==> src/rtl/fifo_rd_stream.sv <==
// Read-side consumer of the async FIFO: pops words into a
// 2-entry skid buffer and presents them as a valid/ready stream.
module fifo_rd_stream #(
  parameter int DSIZE = 8,
  parameter int CNT_W = 16
) (
  input  logic             rd_clk,
  input  logic             rd_rst,
  input  logic             rd_empty,
  input  logic [DSIZE-1:0] rd_data,
  output logic             rd_inc,
  output logic [DSIZE-1:0] out_data,
  output logic             out_valid,
  input  logic             out_ready,
  output logic [1:0]       occ,
  output logic [CNT_W-1:0] pop_cnt
);

  logic [DSIZE-1:0] mem [2];
  logic             head;
  logic             tail;
  logic             xfer;

  // Refill depends only on registered occ, never on out_ready.
  assign rd_inc    = !rd_rst && !rd_empty && (occ != 2'd2);
  assign out_valid = (occ != 2'd0);
  assign xfer      = out_valid && out_ready;
  assign out_data  = mem[head];

  // Buffer storage, pointers, occupancy and pop counter.
  always_ff @(posedge rd_clk) begin
    if (rd_rst) begin
      mem[0]  <= '0;
      mem[1]  <= '0;
      head    <= 1'b0;
      tail    <= 1'b0;
      occ     <= 2'd0;
      pop_cnt <= '0;
    end else begin
      if (rd_inc) begin
        mem[tail] <= rd_data;
        tail      <= ~tail;
        pop_cnt   <= pop_cnt + 1'b1;
      end
      if (xfer) begin
        head <= ~head;
      end
      occ <= occ + {1'b0, rd_inc} - {1'b0, xfer};
    end
  end

  // Occupancy of 3 would mean the pop gate failed.
  always_ff @(posedge rd_clk) begin
    if (!rd_rst) begin
      assert (occ != 2'd3);
    end
  end

endmodule

==> config.mk <==
export PLATFORM = sky130hd
export DESIGN_NAME = fifo_rd_stream
export DESIGN_NICKNAME = d
export VERILOG_FILES = /design/src/rtl/fifo_rd_stream.sv
export SDC_FILE = /design/constraint.sdc
export NUM_CORES = 1
export LEC_CHECK = 0
export BUFFER_PORTS_ARGS = -buffer_cell sky130_fd_sc_hd__buf_2
export CORE_AREA = 2 2 59 61
export CTS_BUF_LIST = sky130_fd_sc_hd__clkbuf_8
export CTS_CLUSTER_SIZE = 8
export DETAILED_ROUTE_END_ITERATION = 16
export DIE_AREA = 0 0 61 63
export HOLD_SLACK_MARGIN = 0.06
export PLACE_DENSITY = 0.79
export SLEW_MARGIN = 5
export SYNTH_ARGS = -nofsm -noshare
export SYNTH_HDL_FRONTEND = slang
export SYNTH_SLANG_ARGS = --single-unit
==> constraint.sdc <==
create_clock -name rd_clk -period 2.4 [get_ports rd_clk]
set_input_delay 0.48 -clock rd_clk [delete_from_list [all_inputs] [get_ports rd_clk]]
set_output_delay 0.48 -clock rd_clk [all_outputs]
set_load 0.05 [all_outputs]
==> out/metrics.csv, run 1 <==
stage,metric,value,unit
yosys,sequential fraction of the synthesis area,0.538,
setup_path,Critical Path End,rd_inc,
setup_path,crit-path cells,"nor2b_4, nor3_2, buf_2",
power_and_ir_drop,Power Density,931,nW/um^2
yosys,simple-gate area share of the yosys netlist,0.244,
timing,final worst path period share,0.840,
yosys,yosys warns,0,
hold_path,worst hold stages,2,
setup_path,flop2flop setup slack,0.53,ns
hold_path,HP Class,input port to register,
layout,antenna cells,0,
yosys,largest family of logic cells by synthesized area,simple AND/OR/NAND/NOR gates,
clocking,Sink Count,37,
power_and_ir_drop,Flop pwr share,0.432,
timing,Worst-Margin Slew,0.456,ns
timing,Fin. Hold Viols,0,
global_route,initial antenna violation count,0,
yosys,"flops & latches, synth",37,
clocking,CTS Buf Count,5,
clocking,CTS tree,built,
timing,final setup fails,0,
yosys,post-synthesis compound-gate area fraction,0.0597,
die,num ports,40,
yosys,synthesized net count,172,
die,die area,3840,sq um
global_route,vias in the first global route,1263,
power_and_ir_drop,Psw,0.000723,W
timing,setup TNS,0,ns
setup_path,CP required,1.92,ns
layout,"commonest cells after routing, fill and taps aside","buf_2, dfxtp_1, edfxtp_1",
layout,fill cell count,284,
setup_path,crit-path max cell delay,0.42,ns
route,Residual DRC,0,
timing,Final Max Tran Viols,0,
setup_path,crit path from,occ[0]$_SDFF_PP0_,
timing,Worst Clk Skew,0.00430,ns
setup_path,crit start category,register,
power_and_ir_drop,Sw Share,0.387,
setup_path,r2r worst-path depth,5,
layout,Syn-to-layout area delta,19.8,%
setup_path,crit path kind,register to primary output,
setup_path,Critical Path End Type,primary output,
layout,share of layout cells above drive strength 1,0.312,
timing,Slew HR,0.695,
clocking,Root Buffer,clkbuf_8,
global_route,gr usage total,0.194,
yosys,commonest register cell after synthesis,dfxtp_1,
global_route,maximum number of pins on one net before global-route repair,26,
global_route,global-route wire length before repair,5560,um
run,max_cap viols,0,
power_and_ir_drop,Comb pwr share,0.337,
die,core box area,3230,sq um
clocking,Clock Pin Slew Worst Setup and Hold Paths,0.08,ns
route,drt pass-1 iters,4,
setup_path,CP max-delay cell,dfxtp_1,
setup_path,worst reg2reg path endpoint,pop_cnt[12]$_SDFFE_PP0P_,
yosys,Syn Inst Count,158,
yosys,area share of fa/ha/maj cells after synthesis,0.0149,
setup_path,"Arr. time, crit path",1.54,ns
setup_path,worst r2r src,pop_cnt[0]$_SDFFE_PP0P_,
clocking,Setup Buffers After CTS,0,
clocking,clk_lat worst skew,0.29,ns
power_and_ir_drop,peak supply drop,0.000555,V
die,Starting Density,0.518,
clocking,post_cts resized,0,
timing,RSZ-0062 raised after global routing,false,
layout,area of the multi-input gates,737,sq um
layout,register area,901,sq um
setup_path,worst-path maximum fanout,13,
placed_design,Port Buf Inserts,39,
die,Die X,61,um
yosys,Yosys cell types,30,
layout,"commonest non-fill, non-tap cell in the layout",buf_2,
clocking,CTS H-tree depth,2,
outcome,result of the run,"finished, final reports clean",
power_and_ir_drop,Int Pwr,0.00114,W
die,die height,63,um
route,DR vias/cell,5.31,
die,Std-Cell Rows,21,
yosys,Post-synth EDFFs,16,
yosys,average size of a mapped cell,10.6,sq um
placed_design,gp weighted congestion,0.746,
yosys,Netlist Area Pre-Place,1680,sq um
global_route,total gr overflow,0,
route,ANT nets after route,0,
timing,hold_ws,0.478,ns
power_and_ir_drop,Pleak,0.828,nW
yosys,XOR/XNOR Fraction of Synth Area,0.0575,
clocking,CTS Hold Bufs,0,
yosys,mux contribution to synthesized area,0.0605,
route,DR WL/cell,13.7,um
route,Vias,1301,
yosys,asr flop ratio synth,0,
route,1st-iter DRT viols,30,
layout,NumNets Final,212,
power_and_ir_drop,clock network fraction of design power,0.231,
clocking,maximum clock path buffer count,2,
timing,Max Clock Freq,0.496,GHz
route,Post-Route WL,3350,um
placed_design,DP HPWL,2400,um
timing,Final min period,2.02,ns
-- critical path: cells and delay by family, from the launching register on --
family | cells | cell delay, ns
simple gates | 2 | 0.48
buf+inv | 1 | 0.35
flops | 1 | 0.42
-- stage by stage --
stage                util  instance area (sq um)  worst slack, ns  total power, W  std cells
global route        0.621                   2010            0.269         0.00196        245
detailed placement  0.593                   1920            0.482         0.00145        237
floorplan               -                   1680            0.176         0.00132        158
CTS                 0.621                   2010            0.379         0.00188        245
global placement    0.593                   1920            0.507         0.00143        237
finish              0.621                   2010            0.385         0.00187        245
-- registers in the layout, indices dropped and copies added (netlist names), named ones only --
signal   cells
pop_cnt     16
mem         16
occ          2
head         1
tail         1
-- logic make-up after synthesis --
group	Yosys count
AND/OR/NAND/NOR	71
flip-flops	37
adder cells (fa/ha/maj)	2
AO/OA/AOI/OAI	17
multiplexers	9
XOR/XNOR	11
buffers and inverters	11
-- power by group through the flow --
| stage | clock network (W) | logic [W] | registers [W] |
|---|---|---|---|
| global route | 0.000462 | 0.000678 | 0.000818 |
| CTS | 0.000438 | 0.000633 | 0.000809 |
| global placement | 0 | 0.000617 | 0.000816 |
| floorplan | 0 | 0.000454 | 0.000867 |
| detailed placement | 0 | 0.000630 | 0.000824 |
| finish | 0.000432 | 0.000629 | 0.000807 |
-- metal layers --
| metal | track usage | part of all wire |
|---|---|---|
| met2 | 0.337 | 0.52 |
| met1 | 0.223 | 0.42 |
| met4 | 0.0652 | 0.012 |
| met3 | 0.0538 | 0.044 |
| met5 | 0 | 0 |
-- how the worst min path moves through the flow --
stage,startpoint,slack [ns],to
finish,rd_data[0],0.48,mem[0][0]$_SDFFCE_PN0P_
global route,rd_data[3],0.48,mem[0][3]$_SDFFCE_PN0P_
floorplan,head$_SDFFE_PP0P_,0.48,register
detailed placement,pop_cnt[15]$_SDFFE_PP0P_,0.48,pop_cnt[15]$_SDFFE_PP0P_
global placement,pop_cnt[15]$_SDFFE_PP0P_,0.47,pop_cnt[15]$_SDFFE_PP0P_
CTS,rd_data[0],0.48,mem[0][0]$_SDFFCE_PN0P_
-- layout make-up --
class	count	area share
flip-flops and latches	37	0.449
multi-input cells	110	0.367
repair buffers	41	0.105
clock buffers	5	0.0343
well taps	46	0.0287
clock inverters	3	0.0106
inverters	3	0.00561
-- synthesized netlist by cell type, drive strengths merged, types with 4 or more instances --
library cell | instances | area, sq um
a21oi | 8 | 40.0
and2 | 10 | 62.6
and3 | 10 | 62.6
clkbuf | 7 | 27.5
dfxtp | 21 | 420
edfxtp | 16 | 480
mux2 | 9 | 101
nand2 | 7 | 26.3
nor2 | 13 | 48.8
nor4 | 4 | 25.0
o31ai | 5 | 37.5
or3 | 4 | 25.0
or4 | 5 | 37.5
xnor2 | 10 | 87.6
No activity file was read; power rests on OpenSTA's default activity.
==> run 2: changes to the inputs <==
==> constraint.sdc (replaced) <==
create_clock -name rd_clk -period 1.9 [get_ports rd_clk]
set_input_delay 0.38 -clock rd_clk [delete_from_list [all_inputs] [get_ports rd_clk]]
set_output_delay 0.38 -clock rd_clk [all_outputs]
set_load 0.05 [all_outputs]
==> run 2 against run 1 <==
Via count is 3.2% higher. Sequential cell count did not move. Largest cell class unchanged. Global-route usage is 0.098 points higher. Non-clock buffer count grew 4. Critical path depth down 1.
==> out/metrics.csv, run 2 (synthesis results as in run 1) <==
stage,metric,value,unit,change
placed_design,Port Buf Inserts,39,,unchanged
die,num ports,40,,unchanged
timing,Worst-Margin Slew,0.455,ns,-0.000825 ns
global_route,total gr overflow,0,,unchanged
route,ANT nets after route,0,,unchanged
route,DR WL/cell,13.3,um,-2.7%
die,die area,3840,sq um,unchanged
power_and_ir_drop,Flop pwr share,0.432,,about the same
timing,Slew HR,0.694,,about the same
layout,Finished Core Util,0.636,,+0.0147
route,drt pass-1 iters,4,,unchanged
power_and_ir_drop,Psw,0.000910,W,+26%
power_and_ir_drop,Sw Share,0.383,,-0.00408
route,Post-Route WL,3310,um,-1.1%
timing,final worst path period share,0.945,,
setup_path,worst r2r src,pop_cnt[1]$_SDFFE_PP0P_,,
power_and_ir_drop,Int Pwr,0.00146,W,+28%
setup_path,worst reg2reg path endpoint,pop_cnt[12]$_SDFFE_PP0P_,,
timing,RSZ-0062 raised after global routing,false,,
timing,Max Clock Freq,0.557,GHz,
power_and_ir_drop,peak supply drop,0.000528,V,-4.8%
power_and_ir_drop,Pleak,0.858,nW,+3.6%
power_and_ir_drop,clock network fraction of design power,0.218,,-0.013
layout,share of layout cells above drive strength 1,0.350,,+0.0382
layout,"commonest cells after routing, fill and taps aside","buf_2, dfxtp_1, edfxtp_1",,
placed_design,gp weighted congestion,0.810,,+8.6%
layout,antenna cells,0,,unchanged
setup_path,"Arr. time, crit path",1.42,ns,-0.12 ns
clocking,CTS Hold Bufs,0,,unchanged
layout,Syn-to-layout area delta,22.6,%,
power_and_ir_drop,Power Density,1160,nW/um^2,+24%
clocking,maximum clock path buffer count,2,,unchanged
hold_path,worst hold stages,2,,unchanged
hold_path,hold endpoint,mem[0][0]$_SDFFCE_PN0P_,,
setup_path,CP required,1.52,ns,-0.40 ns
setup_path,flop2flop setup slack,0.15,ns,-0.38 ns
power_and_ir_drop,Comb pwr share,0.350,,+0.013
clocking,Clock Pin Slew Worst Setup and Hold Paths,0.07,ns,about the same
die,die height,63,um,unchanged
run,max_cap viols,0,,unchanged
setup_path,crit start category,register,,
timing,Final Max Tran Viols,0,,unchanged
setup_path,crit path kind,register to primary output,,
global_route,global-route wire length before repair,5530,um,-0.63%
global_route,initial antenna violation count,0,,unchanged
hold_path,Hold Path Origin,rd_data[0],,
clocking,Sink Count,37,,unchanged
layout,register area,906,sq um,+0.56%
setup_path,crit-path leading delay family,flip-flops,,
timing,setup TNS,0,ns,unchanged
setup_path,WP buf/inv,1,,unchanged
die,Starting Density,0.518,,unchanged
route,DR vias/cell,5.39,,+1.6%
die,core box area,3230,sq um,unchanged
placed_design,DP HPWL,2430,um,+1.2%
layout,area of the multi-input gates,757,sq um,+2.7%
setup_path,CP max-delay cell,dfxtp_1,,
global_route,gr usage total,0.195,,+0.000981
global_route,maximum number of pins on one net before global-route repair,15,,-42%
route,Vias,1343,,+3.2%
timing,Final min period,1.80,ns,
layout,"commonest non-fill, non-tap cell in the layout",buf_2,,
global_route,vias in the first global route,1297,,+2.7%
die,Die X,61,um,unchanged
route,Residual DRC,0,,unchanged
outcome,result of the run,"finished, final reports clean",,
setup_path,crit-path max cell delay,0.53,ns,+0.11 ns
timing,Worst Clk Skew,0.00472,ns,+0.000424 ns
placed_design,dpl cell area,1970,sq um,+2.6%
clocking,CTS tree,built,,
die,Std-Cell Rows,21,,unchanged
timing,Fin. Hold Viols,0,,unchanged
timing,final setup fails,0,,unchanged
setup_path,Critical Path End Type,primary output,,
clocking,clk_lat worst skew,0.29,ns,about the same
layout,NumNets Final,216,,+1.9%
layout,fill cell count,273,,-3.9%
layout,Largest regs,"mem (16), pop_cnt (16), occ (2)",,
setup_path,r2r worst-path depth,5,,unchanged
setup_path,crit-path cells,"mux2_2, buf_2",,
setup_path,worst-path maximum fanout,8,,-5
hold_path,HP Class,input port to register,,
clocking,CTS H-tree depth,2,,unchanged
clocking,Root Buffer,clkbuf_8,,
clocking,CTS Buf Count,5,,unchanged
layout,post-route cell area,2050,sq um,+2.4%
route,1st-iter DRT viols,40,,+33%
-- run 2: cell types whose count changed in the layout (fill, tap and decap cells not counted), sizes merged --
cell      delta
buf          +4
clkinv       +1
clkinvlp     -1
-- run 2: worst max-delay path by stage --
| stage | startpoint | end | cells after the start |
|---|---|---|---|
| finish | register | out_data[4] | 2 |
| global route | pop_cnt[0]$_SDFFE_PP0P_ | pop_cnt[12]$_SDFFE_PP0P_ | 5 |
| CTS | register | out_data[4] | 2 |
| detailed placement | pop_cnt[0]$_SDFFE_PP0P_ | pop_cnt[12]$_SDFFE_PP0P_ | 5 |
| global placement | rd_empty | pop_cnt[10]$_SDFFE_PP0P_ | 4 |
| floorplan | pop_cnt[0]$_SDFFE_PP0P_ | pop_cnt[10]$_SDFFE_PP0P_ | 6 |
-- run 2: power groups by stage --
stage	Sequential [W]	Combinational (W)	Clock [W]
3_3_place_gp	0.00104	0.000813	0
4_1_cts	0.00103	0.000839	0.000531
2_1_floorplan	0.00110	0.000591	0
5_1_grt	0.00104	0.000884	0.000567
3_5_place_dp	0.00105	0.000835	0
6_report	0.00103	0.000832	0.000517
-- run 2: area by class of cell --
class                           instances  area share
Clock buffer                            5      0.0335
Clock inverter                          3     0.00670
Inverter                                3     0.00548
Multi-Input combinational cell        110       0.368
Sequential cell                        37       0.441
Tap cell                               46      0.0280
Timing Repair Buffer                   45       0.117
-- run 2: per-stage QoR --
stage	instances	hold slack [ns]	power, W	setup slack (ns)
3_3_place_gp	241	0.476	0.00185	0.216
4_1_cts	249	0.368	0.00240	0.0631
6_report	249	0.378	0.00237	0.104
2_1_floorplan	158	0.481	0.00170	0.00452
5_1_grt	249	0.386	0.00249	0.0352
3_5_place_dp	241	0.492	0.00188	0.111
-- run 2: what timing repair did --
action / in CTS / in global routing
endpoints found under the setup margin: 0 / 1
buffers inserted: 0 / 0
gates resized for setup: 0 / 1
-- run 2: metal layers --
metal / track usage / vias up / wire [um]
li1: - / 654 / -
met1: 0.219 / 640 / 1370
met2: 0.327 / 42 / 1660
met3: 0.0455 / 7 / 221
met4: 0.111 / 0 / 63
met5: 0 / - / 0
